--- config.mk ---
export PLATFORM = sky130hd
export DESIGN_NAME = mem_accum_datapath
export DESIGN_NICKNAME = d
export VERILOG_FILES = /design/src/rtl/mem_accum_datapath.sv
export SDC_FILE = /design/constraint.sdc
export NUM_CORES = 2
export LEC_CHECK = 0
export BUFFER_PORTS_ARGS = -buffer_cell sky130_fd_sc_hd__buf_2
export CORE_MARGIN = 3
export CORE_UTILIZATION = 62
export DETAILED_ROUTE_END_ITERATION = 7
export PLACE_DENSITY = 0.88
export SYNTH_ARGS = -nofsm -noshare
export SYNTH_HDL_FRONTEND = slang
export SYNTH_SLANG_ARGS = --single-unit
--- constraint.sdc ---
create_clock -name clk -period 29.4 [get_ports clk]
set_input_delay 8.82 -clock clk [delete_from_list [all_inputs] [get_ports clk]]
set_output_delay 8.82 -clock clk [all_outputs]
set_load 0.03 [all_outputs]
--- src/rtl/mem_accum_datapath.sv ---
// mem_accum_datapath
//   Word-addressed register-file memory feeding a wrapping accumulator with a
//   sticky carry flag. A controller reads words into the accumulator and
//   writes the accumulator back to memory. A host port can preload words
//   whenever the controller is not writing. A controller write to the last
//   address also publishes the written value on 'total'.
//
// Ports
//   clk               clock, all state changes on the rising edge
//   reset             asynchronous active-high reset, clears all state
//   mem_address       controller word address
//   mem_read_enable   load mem[mem_address] into mem_data_out
//   mem_write_enable  store accum_value into mem[mem_address]
//   accum_enable      accum_value += mem_data_out
//   accum_reset       clear accumulator and overflow (wins over accum_enable)
//   host_we           host preload strobe
//   host_addr         host preload address
//   host_wdata        host preload data
//   mem_data_out      registered read data
//   accum_value       accumulator contents
//   overflow          sticky carry-out of the accumulator
//   total             last value written by the controller to the last address
//   total_valid       one-cycle pulse after total is loaded
//   host_drop         one-cycle pulse after a host write lost to the controller
module mem_accum_datapath #(
  parameter int DATA_W = 16,
  parameter int DEPTH  = 32,
  localparam int ADDR_W = $clog2(DEPTH)
) (
  input  logic              clk,
  input  logic              reset,
  input  logic [ADDR_W-1:0] mem_address,
  input  logic              mem_read_enable,
  input  logic              mem_write_enable,
  input  logic              accum_enable,
  input  logic              accum_reset,
  input  logic              host_we,
  input  logic [ADDR_W-1:0] host_addr,
  input  logic [DATA_W-1:0] host_wdata,
  output logic [DATA_W-1:0] mem_data_out,
  output logic [DATA_W-1:0] accum_value,
  output logic              overflow,
  output logic [DATA_W-1:0] total,
  output logic              total_valid,
  output logic              host_drop
);

  localparam logic [ADDR_W-1:0] TOTAL_ADDR = ADDR_W'(DEPTH - 1);

  logic [DATA_W-1:0] mem [DEPTH];
  logic [DATA_W:0]   sum;
  logic              total_hit;

  assign total_hit = mem_write_enable && (mem_address == TOTAL_ADDR);

  always_comb begin
    sum = '0;
    sum = {1'b0, accum_value} + {1'b0, mem_data_out};
  end

  // Controller write has priority over the host port on the single write path.
  always_ff @(posedge clk or posedge reset) begin
    if (reset) begin
      for (int unsigned i = 0; i < DEPTH; i++) mem[i] <= '0;
    end else if (mem_write_enable) begin
      mem[mem_address] <= accum_value;
    end else if (host_we) begin
      mem[host_addr] <= host_wdata;
    end
  end

  // Non-blocking read of the array yields the pre-edge word, so a same-cycle
  // write to the same address is seen only by the next read.
  always_ff @(posedge clk or posedge reset) begin
    if (reset) begin
      mem_data_out <= '0;
    end else if (mem_read_enable) begin
      mem_data_out <= mem[mem_address];
    end
  end

  always_ff @(posedge clk or posedge reset) begin
    if (reset) begin
      accum_value <= '0;
      overflow    <= 1'b0;
    end else if (accum_reset) begin
      accum_value <= '0;
      overflow    <= 1'b0;
    end else if (accum_enable) begin
      accum_value <= sum[DATA_W-1:0];
      overflow    <= overflow | sum[DATA_W];
    end
  end

  always_ff @(posedge clk or posedge reset) begin
    if (reset) begin
      total       <= '0;
      total_valid <= 1'b0;
      host_drop   <= 1'b0;
    end else begin
      if (total_hit) total <= accum_value;
      total_valid <= total_hit;
      host_drop   <= host_we & mem_write_enable;
    end
  end

endmodule

After elaboration in Yosys (flattened, before gate mapping)
Index checks and enable logic that the tools add are counted.

Bits in registers: 563. Bits of input ports: 33. Output and inout port bits: 51. Word-level logic and storage cells: 68.

Add/subtract/negate cells: 1. $lt $le $gt $ge: 4. Equal/unequal tests: 1. Mux-type cells: 15. Bitwise logic cells: 4. Reduce and logical (&&, ||, !) cells: 5.

Operators with widths (number): $bwmux 512 (2); $mux 512 (2); $demux 16 s5 (2); $mux 16 (6); $bmux 16 s5 (1); $add 16x16->17 (1); $ge 6x6->1 const B (2); $lt 6x1->1 const B (2); $not 5->6 (2); $eq 5x5->1 const B (1); $reduce_bool 2->1 (2); $logic_and 1x1->1 (3); $mux 1 (2); $and 1x1->1 (1); $or 1x1->1 (1).

Logic depth before layout (Yosys ltp)
Depth after elaboration: 8. Mapped depth: 10. Mapped depth without buffers: 9.

Least setup slack after synthesis
No wires, ideal clock.

Path type: in2reg. Start point: in mem_address[1]. End point: reg mem_data_out[7]. Arrival: 10.217 ns. Path slack: 19.046 ns. Stages on the path: 7. Path through: buf_4 -> buf_4 -> buf_2 -> buf_4 -> mux4_2 -> a221oi_1 -> a21oi_1.

Longest elaborated chain between the ends: 4.

Ends and longest elaborated chain: start, declared (RTL line 32) `input logic [ADDR_W-1:0] mem_address,`; $not 5->6 (implied by the code) (RTL line 78) `mem_data_out <= mem[mem_address];`; $bmux 16 s5 (RTL line 78); $mux 16 (implied by the code) (2 in series) (RTL line 78); end signal, assigned (RTL line 78); end, declared (RTL line 40) `output logic [DATA_W-1:0] mem_data_out,`.

Every way passes these cells. The select of a mux whose other input is x is not followed. A chain may end at the register's enable or synchronous reset.

Final worst setup path
Start point: in mem_address[2]. End point: reg mem[167] (netlist name).

Longest elaborated chain between the ends: 7. Elaborated cells on any way between the ends: 8. Classes of those cells: 2 x order compare; 4 x mux; 1 x bitwise; 1 x reduce/logical.

Ends and longest elaborated chain: $not 5->6 (implied by the code) (*) (RTL line 66) `mem[mem_address] <= accum_value;`; $ge 6x6->1 (implied by the code) / $lt 6x1->1 (equally long branches) (RTL line 66); $logic_and 1x1->1 (implied by the code) (RTL line 66); $mux 16 (implied by the code) (RTL line 66); $demux 16 s5 (*) (RTL line 66); $bwmux 512 (*) (RTL line 66); $mux 512 (*) (RTL line 65) `end else if (mem_write_enable) begin`; end signal, assigned by index (RTL line 66); end signal, assigned by index (RTL line 68) `mem[host_addr] <= host_wdata;`; end, declared (RTL line 50) `logic [DATA_W-1:0] mem [DEPTH];`.

Every way passes the cells marked *; elsewhere a longest branch is shown, timed or not.

==> flow_metrics.py <==
metrics = {
    "clocking": {
        "cts_buffer_depth": 3,
        "cts_buffers": 59,
        "htreeDepth": 2,
        "clkSlewWorstSetupHoldPaths_ns": 0.06,
        "postCtsHoldBufs": 0,
        "postCtsSetupRepairBufs": 0,
        "cts.sinks": 563,
        "ctsResizeCount": 0,
        "clk-insertion-delay-late_ns": 0.65,
        "tritoncts": "yes",
        "clock_tree.root_cell": "clkbuf_16",
    },
    "placed_design": {
        "place_inst": 3563,
        "post-dp-hpwl_mm": 64.4,
        "io_buffers": 83,
        "place.gp.congestion": 0.977,
        "post-place-ws_ns": 16.81,
    },
    "global_route": {
        "grt_max_degree": 126,
        "overflow": 0,
        "antenna_found_initial": 7,
        "grt_pass1_wl_mm": 166,
        "track_usage_pct": 41.2,
        "grt_pass1_vias": 27900,
    },
    "critical_path": {
        "critical_path_required_ns": 29.95,
        "path_max_fanout": 32,
        "cp-start-kind": "input port",
        "reg2reg_slack_ns": 26.62,
        "reg2reg_depth": 9,
        "cp-end-kind": "register",
        "reg2reg_to": "overflow",
        "arrival_ns": 12.62,
        "path_class": "input port to register",
        "timing.rr.start": "accum_value[0]",
    },
    "route": {
        "drcViolationCount": 0,
        "vias": 28100,
        "wl_per_cell_um": 29.8,
        "drt_iter0_markers": 4865,
        "drt-pass1-iter-count": 8,
        "avgViaCountPerCell": 7.63,
        "drt-total-wl_mm": 110,
        "antenna_left": 0,
    },
    "timing": {
        "max_freq_mhz": 82.9,
        "rsz0062_at_grt": "false",
        "drv_slew": 0,
        "worst_slew_pin_slew_ns": 1.40,
        "finalCritPeriodShare_pct": 41.0,
        "setup_slack_ns": 17.34,
        "slew_headroom_pct": 6.01,
        "timing.final.crit_period_ns": 12.06,
        "hold_violations": 0,
        "final-setup-viol-count": 0,
        "finClkSkew_ns": 0.0216,
        "finalSetupTns_ns": 0,
    },
    "min_path": {
        "worstHoldEndpoint": "mem[2]",
        "hold_path.startpoint": "mem[2]",
        "min_path_cells": 2,
        "hp-class": "register to register",
    },
    "run": {
        "drv_cap": 0,
    },
    "floorplan": {
        "io_pins": 84,
        "die_h_um": 228,
        "design.core.area_sq_um": 48100,
        "die_area_sq_um": 51900,
        "die-width_um": 228,
        "start_util_pct": 63.4,
        "fp-row-count": 80,
    },
    "synthesis": {
        "ys_ff_latch": 563,
        "ys_async_sr_fraction_pct": 100,
        "synth.avg_cell_area_sq_um": 9.85,
        "yosysTopAreaCell": "dfrtp_1",
        "ys_types": 74,
        "ys_seq_area_share_pct": 46.2,
        "synth_nets": 3149,
        "synth_area_leaders": "dfrtp_1 46%, a22oi_1 13%, a21oi_1 8.4%",
        "postSynthCellCount": 3099,
        "synth_warnings": 0,
        "synthFlopType": "dfrtp_1",
        "syn-cell-area_sq_um": 30500,
        "synth_enable_flop_cells": 0,
        "synth_top_area_share_pct": 46.2,
    },
    "final_layout": {
        "multi_input_area_sq_um": 14800,
        "fin_util_pct": 68.0,
        "drive_gt1_share_pct": 16.1,
        "fin_nets": 3018,
        "layout.cells.non_filler": 3680,
        "layout_common_cells": "563 x dfrtp_1, 532 x nor2_1, 511 x a22oi_1, 511 x a21oi_1, 101 x mux4_2",
        "syn_to_final_growth_pct": 7.24,
        "final_common_cell": "dfrtp_1",
        "fill_cells": 3487,
        "seqCellArea_sq_um": 14100,
    },
    "run_status": {
        "status": "finished, final reports clean",
    },
    "power_and_ir_drop": {
        "power_density_nw_per_um2": 77.4,
        "ir_worst_vdd_mv": 0.0547,
        "leakagePower_nw": 12.7,
    },
}
sequential cells by signal (all words and copies together), names as in the netlist:
signal,flops
mem,512
total,16
host_drop,1
accum_value,16
total_valid,1
mem_data_out,16
overflow,1
cell usage after synthesis, types with 14 or more instances:
cell type and count:
nand3_1 27, and2_1 18, o21ai_1 14, nand2_1 57, mux2_2 33, dfrtp_1 563, a22oi_1 511, a22o_1 21
ha_1 16, a21oi_1 511, clkbuf_1 155, nor2_4 15, nor2_1 534, buf_4 35, nor2_2 21, o21a_1 18
mux2i_1 41, o211ai_1 17, nor2b_1 29, mux4_2 101, nand2b_1 16, o22ai_1 17, o21ai_0 26, buf_2 132
critical path: stages:
cell	delay (ns)
buf_2	0.60
nor2b_1	0.44
nand2_2	0.34
nor2_2	0.90
a22o_1	1.17
nor2_1	0.11
a21oi_1	0.20
power breakdown:
part           internal, W  switching [W]
clock network     0.000457       0.000338
logic             0.000241       0.000374
registers         0.000975       0.000148
worst max-delay path by stage:
stage                        start             end  slack, ns  cells after the start
finish              mem_address[2]        mem[167]      17.34                      7
global route                 reset        mem[295]      17.03                      5
CTS                          reset        mem[266]      17.47                      5
detailed placement           reset        mem[279]      16.81                      5
global placement             reset        mem[263]      16.94                      5
floorplan                    reset  accum_value[0]       4.83                      1
per-stage QoR:
step                area, sq um  total power (W)  hold WS (ns)
detailed placement        30700          0.00171         0.482
floorplan                 30500          0.00150         0.444
finish                    32700          0.00253         0.495
global placement          30700          0.00167         0.473
CTS                       32700          0.00249         0.495
global route              32700          0.00261         0.527
cell type report:
type,count,share of cell area (%)
diodes,5,0.0382
clock buffers,79,5.17
clock inverters,33,1.08
inverters,10,0.138
multi-input cells,2186,45.2
flip-flops and latches,563,43.0
well taps,656,2.51
repair buffers,148,2.80
cell families after synthesis:
group	Yosys count	share of synthesized area, %
xor+xnor	10	0.287
simple gates	775	11.4
compound gates	1205	25.6
flops	563	46.2
mux	179	10.4
buf+inv	350	5.55
fa+ha+maj	17	0.721
per-layer routing:
metal / global-route usage, % / share of wire [%]
met1: 50.4 / 32
met4: 29.7 / 9.1
met3: 16.5 / 16
met5: 0.0919 / 0.034
met2: 59.5 / 42
No activity file was read; power rests on OpenSTA's default activity.
